==> config.mk <==
export PLATFORM = sky130hd
export DESIGN_NAME = rr_arbiter8
export DESIGN_NICKNAME = d
export VERILOG_FILES = /design/src/rtl/rr_arbiter8.sv
export SDC_FILE = /design/constraint.sdc
export NUM_CORES = 1
export LEC_CHECK = 0
export BUFFER_PORTS_ARGS = -buffer_cell sky130_fd_sc_hd__buf_2
export CAP_MARGIN = 20
export CORE_MARGIN = 5
export CORE_UTILIZATION = 34
export DETAILED_ROUTE_END_ITERATION = 6
export GPL_ROUTABILITY_DRIVEN = 0
export PLACE_DENSITY = 0.51
export SETUP_SLACK_MARGIN = 0.1
export SLEW_MARGIN = 20
export SYNTH_ARGS = -nofsm -noshare
export SYNTH_HDL_FRONTEND = slang
export SYNTH_SLANG_ARGS = --single-unit
==> constraint.sdc <==
create_clock -name clk -period 5.2 [get_ports clk]
set_input_delay 0.26 -clock clk [delete_from_list [all_inputs] [get_ports clk]]
set_output_delay 0.26 -clock clk [all_outputs]
set_load 0.02 [all_outputs]
==> src/rtl/rr_arbiter8.sv <==
// rr_arbiter8: 8-way round-robin arbiter with a registered one-hot grant.
//
// A grant is held until the grantee strobes done. The requester after the
// grantee then has the highest priority for the next arbitration. Every
// release is followed by one idle cycle with gnt == 0, so grants are never
// back to back.
//
// Optional feature (macro GNT_TIMEOUT_EN): a grant-cycle counter forces a
// release after TIMEOUT cycles in GRANT without done, and pulses timeout for
// the idle cycle that follows. When the macro is undefined there is no
// counter and timeout is tied low.
//
// Parameters:
//   TIMEOUT    maximum GRANT cycles before a forced release (1..255)
// Ports:
//   clk        single clock, rising edge
//   rst        synchronous active-high reset
//   req[7:0]   request lines, bit i is requester i
//   done       grantee release strobe, only looked at while granting
//   gnt[7:0]   registered grant vector, all-zero or one-hot
//   gnt_valid  high when gnt is non-zero
//   timeout    forced-release pulse
module rr_arbiter8 #(
  parameter int unsigned TIMEOUT = 15
) (
  input  logic       clk,
  input  logic       rst,
  input  logic [7:0] req,
  input  logic       done,
  output logic [7:0] gnt,
  output logic       gnt_valid,
  output logic       timeout
);

  if ((TIMEOUT < 1) || (TIMEOUT > 255)) begin : g_bad_timeout
    $error("rr_arbiter8: TIMEOUT must be in 1..255");
  end

  typedef enum logic [0:0] {
    StIdle,
    StGrant
  } state_e;

  state_e     state_q;
  logic [2:0] ptr_q;
  logic [2:0] idx_q;   // index of the current grantee
  logic [7:0] gnt_q;

  // Scan from ptr upward, modulo 8; the 3-bit add wraps naturally.
  logic       found;
  logic [2:0] sel_idx;
  logic [2:0] scan_idx;

  always_comb begin
    found    = 1'b0;
    sel_idx  = 3'd0;
    scan_idx = 3'd0;
    for (int k = 0; k < 8; k++) begin
      scan_idx = ptr_q + 3'(k);
      if (!found && req[scan_idx]) begin
        found   = 1'b1;
        sel_idx = scan_idx;
      end
    end
  end

`ifdef GNT_TIMEOUT_EN
  logic [7:0] cnt_q;
  logic       timeout_q;
  logic       expire;

  assign expire = (cnt_q == 8'(TIMEOUT - 1));

  always_ff @(posedge clk) begin
    if (rst) begin
      state_q   <= StIdle;
      ptr_q     <= 3'd0;
      idx_q     <= 3'd0;
      gnt_q     <= 8'd0;
      cnt_q     <= 8'd0;
      timeout_q <= 1'b0;
    end else begin
      timeout_q <= 1'b0;
      unique case (state_q)
        StIdle: begin
          if (found) begin
            gnt_q   <= 8'd1 << sel_idx;
            idx_q   <= sel_idx;
            cnt_q   <= 8'd0;
            state_q <= StGrant;
          end
        end
        StGrant: begin
          if (done || expire) begin
            // done wins over a simultaneous expiry: normal release, no pulse.
            gnt_q     <= 8'd0;
            ptr_q     <= idx_q + 3'd1;
            state_q   <= StIdle;
            timeout_q <= !done;
          end else begin
            cnt_q <= cnt_q + 8'd1;
          end
        end
        default: begin
          state_q <= StIdle;
          gnt_q   <= 8'd0;
        end
      endcase
    end
  end

  assign timeout = timeout_q;
`else
  always_ff @(posedge clk) begin
    if (rst) begin
      state_q <= StIdle;
      ptr_q   <= 3'd0;
      idx_q   <= 3'd0;
      gnt_q   <= 8'd0;
    end else begin
      unique case (state_q)
        StIdle: begin
          if (found) begin
            gnt_q   <= 8'd1 << sel_idx;
            idx_q   <= sel_idx;
            state_q <= StGrant;
          end
        end
        StGrant: begin
          if (done) begin
            gnt_q   <= 8'd0;
            ptr_q   <= idx_q + 3'd1;
            state_q <= StIdle;
          end
        end
        default: begin
          state_q <= StIdle;
          gnt_q   <= 8'd0;
        end
      endcase
    end
  end

  assign timeout = 1'b0;
`endif

  assign gnt       = gnt_q;
  assign gnt_valid = |gnt_q;

endmodule

==> impl_metrics.tcl <==
set metrics [dict create \
    finalCriticalPeriod_ps 4210 \
    ys_seq_area_share_pct 17.5 \
    drive_above_1_share_pct 36.0 \
    path_class "flip-flop to flip-flop" \
    fin_skew_ps 3.59 \
    clock_latency_ps 250 \
    hold_path.class "input pin to flip-flop" \
    multi_input_area_sq_um 1320 \
    fin_tns_setup_ps 0 \
    final_max_slew_viol_count 0 \
    synth_compound_area_share_pct 19.9 \
    synth_area_leaders "dfxtp_1 18%, mux4_2 14%, mux2i_1 9.9%" \
    synthMuxAreaShare_pct 35.5 \
    postSynthAreaPerCell_sq_um 10.7 \
    ys_async_sr_fraction_pct 0 \
    p_leak_nw 0.738 \
    worstHoldStart "rst" \
    met2_length_mm 2.08 \
    io_buffers 19 \
    worst_pin_slew_ps 933 \
    crit_fanout 23 \
    regArea_sq_um 300 \
    worst_ep_required_time_ps 5380 \
    rsz0062_at_grt "false" \
    slew_headroom_pct 37.8 \
    dp_hpwl_mm 3.24 \
    cts_tree "yes" \
    syn_inst 160 \
    drtIter0Drc 127 \
    power_uw 472 \
    firstDrtPassIters 4 \
    area_growth_pct 9.26 \
    post-cts-setup-buffers 0 \
    fin_crit_sh_pct 80.9 \
    routed.top_layer "met4" \
    p_per_area_nw_per_um2 252 \
    grt-ovfl-total 0 \
    cts-resized-gates 0 \
    dieWidth_microns 81.0 \
    htree_levels 1 \
    yosys.area.top_type "dfxtp_1" \
    final_nets 190 \
    grt_pass1_wl_mm 7.05 \
    grt_max_degree 24 \
    crit-reg2reg-launch "ptr_q[0]" \
    fillCellCount 494 \
    grt_use_total_pct 13.5 \
    synth_top_family_by_area "multiplexers" \
    synthesis.nets 174 \
    ys_warn_count 0 \
    vias_per_cell 5.94 \
    antennaDiodeCount 0 \
    setup_viol 0 \
    initial_core_util_pct 35.6 \
    synth_flop_cell "dfxtp_1" \
    hold_depth 2 \
    finalWirelength_mm 4.22 \
    drtAntennaViolNets 0 \
    ys_types 57 \
    max_freq_mhz 238 \
    rows 25 \
    ctsHoldBuffers 0 \
    rrSetupSlack_ps 990 \
    yosys_register_bits 15 \
    die_h_microns 81.0 \
    synth_commonest_cells "17 x mux2i_1, 15 x dfxtp_1, 11 x mux4_2, 9 x nor2_1, 8 x mux2_2" \
    clockBufferDepth 2 \
    grt_pass1_vias 1418 \
    drc 0 \
    die-area_sq_um 6570 \
    slowest_stage "ha_1" \
    slowest_delay_ps 980 \
    critPathCaptureType "flip-flop" \
    synth_edf_count 0 \
    reg2reg_depth 10 \
    post-route-util_pct 38.9 \
    maxCapViolCount 0 \
    hold_end "idx_q[0]" \
    rr_endpoint "idx_q[0]" \
    synth_xor_area_share_pct 2.99 \
    yosys.area_share.simple_pct 16.3 \
    num_vias 1438 \
    hold_viol 0 \
    crit_path_start_kind "flip-flop" \
    route.met3.wl_microns 232 \
    cts_sinks 15 \
    synth_most_common_cell "mux2i_1" \
    routedWlPerCell_microns 17.4 \
    synth_top_area_share_pct 17.5 \
    crit_chain "buf_4, clkinv_1, ha_1, mux2_2, mux4_2, or2_4, or3_1, a31oi_1, mux2i_1, nor2_1" \
    synthAdderAreaFrac_pct 2.19 \
    numCtsBuffers 3 \
    final_cells 242 \
    place_inst 238 \
    vdd_ir_drop_max_v 0.0000886 \
    design.portCount 21 \
    antenna_found_initial 0 \
    synth_area_sq_um 1720 \
    status "complete, no violations" \
    drt-met1-wl_mm 1.90 \
    clk_pin_slew_ps 60 \
    cts_root_buf "clkbuf_8" \
    core_area_sq_um 4820 \
    arrival_ps 4390 \
]
stage by stage:
stage	instance area (sq um)	hold slack (ps)	setup WS, ps
2_1_floorplan	1720	440	1820
3_3_place_gp	1830	471	1110
3_5_place_dp	1830	457	978
4_1_cts	1870	342	996
5_1_grt	1870	343	717
6_report	1870	341	995
worst max-delay path by stage:
stage,startpoint,endpoint
global placement,ptr_q[0],idx_q[0]
floorplan,ptr_q[0],gnt[2]
finish,ptr_q[0],idx_q[0]
detailed placement,ptr_q[0],idx_q[0]
CTS,ptr_q[0],idx_q[0]
global route,ptr_q[0],idx_q[0]
metal layers:
metal,global-route usage (%),up-vias
met5,0,-
met4,1.86,0
met3,3.10,2
met2,22.2,52
met1,18.4,704
li1,-,680
sequential cells by signal (all words and copies together) (netlist names):
signal	cells
ptr_q	3
gnt	8
idx_q	3
state_q	1
cells in the final DEF (no fill, tap or decap), types with 3 or more instances in the layout:
cell type	Yosys	final
o21ai_0	3	3
nor3_1	3	3
nand2_1	4	4
buf_2	1	19
mux4_2	11	11
nor2_1	9	9
nand2b_1	5	5
and2_1	3	3
mux4_1	3	3
clkbuf_8	0	3
ha_1	3	3
mux2i_1	17	17
a21oi_1	7	7
inv_1	4	4
xnor2_1	3	3
dfxtp_1	15	15
a32o_2	6	6
mux2_2	8	8
worst max-delay path, delay by kind of cell, from the launching register on:
family	cells	cell delay (ps)
muxes	3	1100
adders and majority gates	1	980
and+or+nand+nor	3	820
buffers and inverters	2	490
AOI/OAI and AO/OA	1	450
DFF	1	300
cell families after synthesis:
family | after synthesis
buf+inv | 14
compound gates | 38
flops | 15
simple gates | 43
fa+ha+maj | 3
mux | 41
xor+xnor | 5
other cells | 1
cell type report:
type | instances | area share [%]
multi-input combinational | 131 | 70.6
sequential | 15 | 16.0
timing repair buffer | 20 | 5.47
tap | 67 | 4.47
clock buffer | 3 | 2.20
inverter | 5 | 1.00
clock inverter | 1 | 0.267
where the power goes:
part           internal (mW)  total [mW]  switching, mW
Sequential             0.125       0.134        0.00967
Clock                 0.0530      0.0925         0.0394
Combinational          0.108       0.245          0.138
No activity file was read; power rests on OpenSTA's default activity.
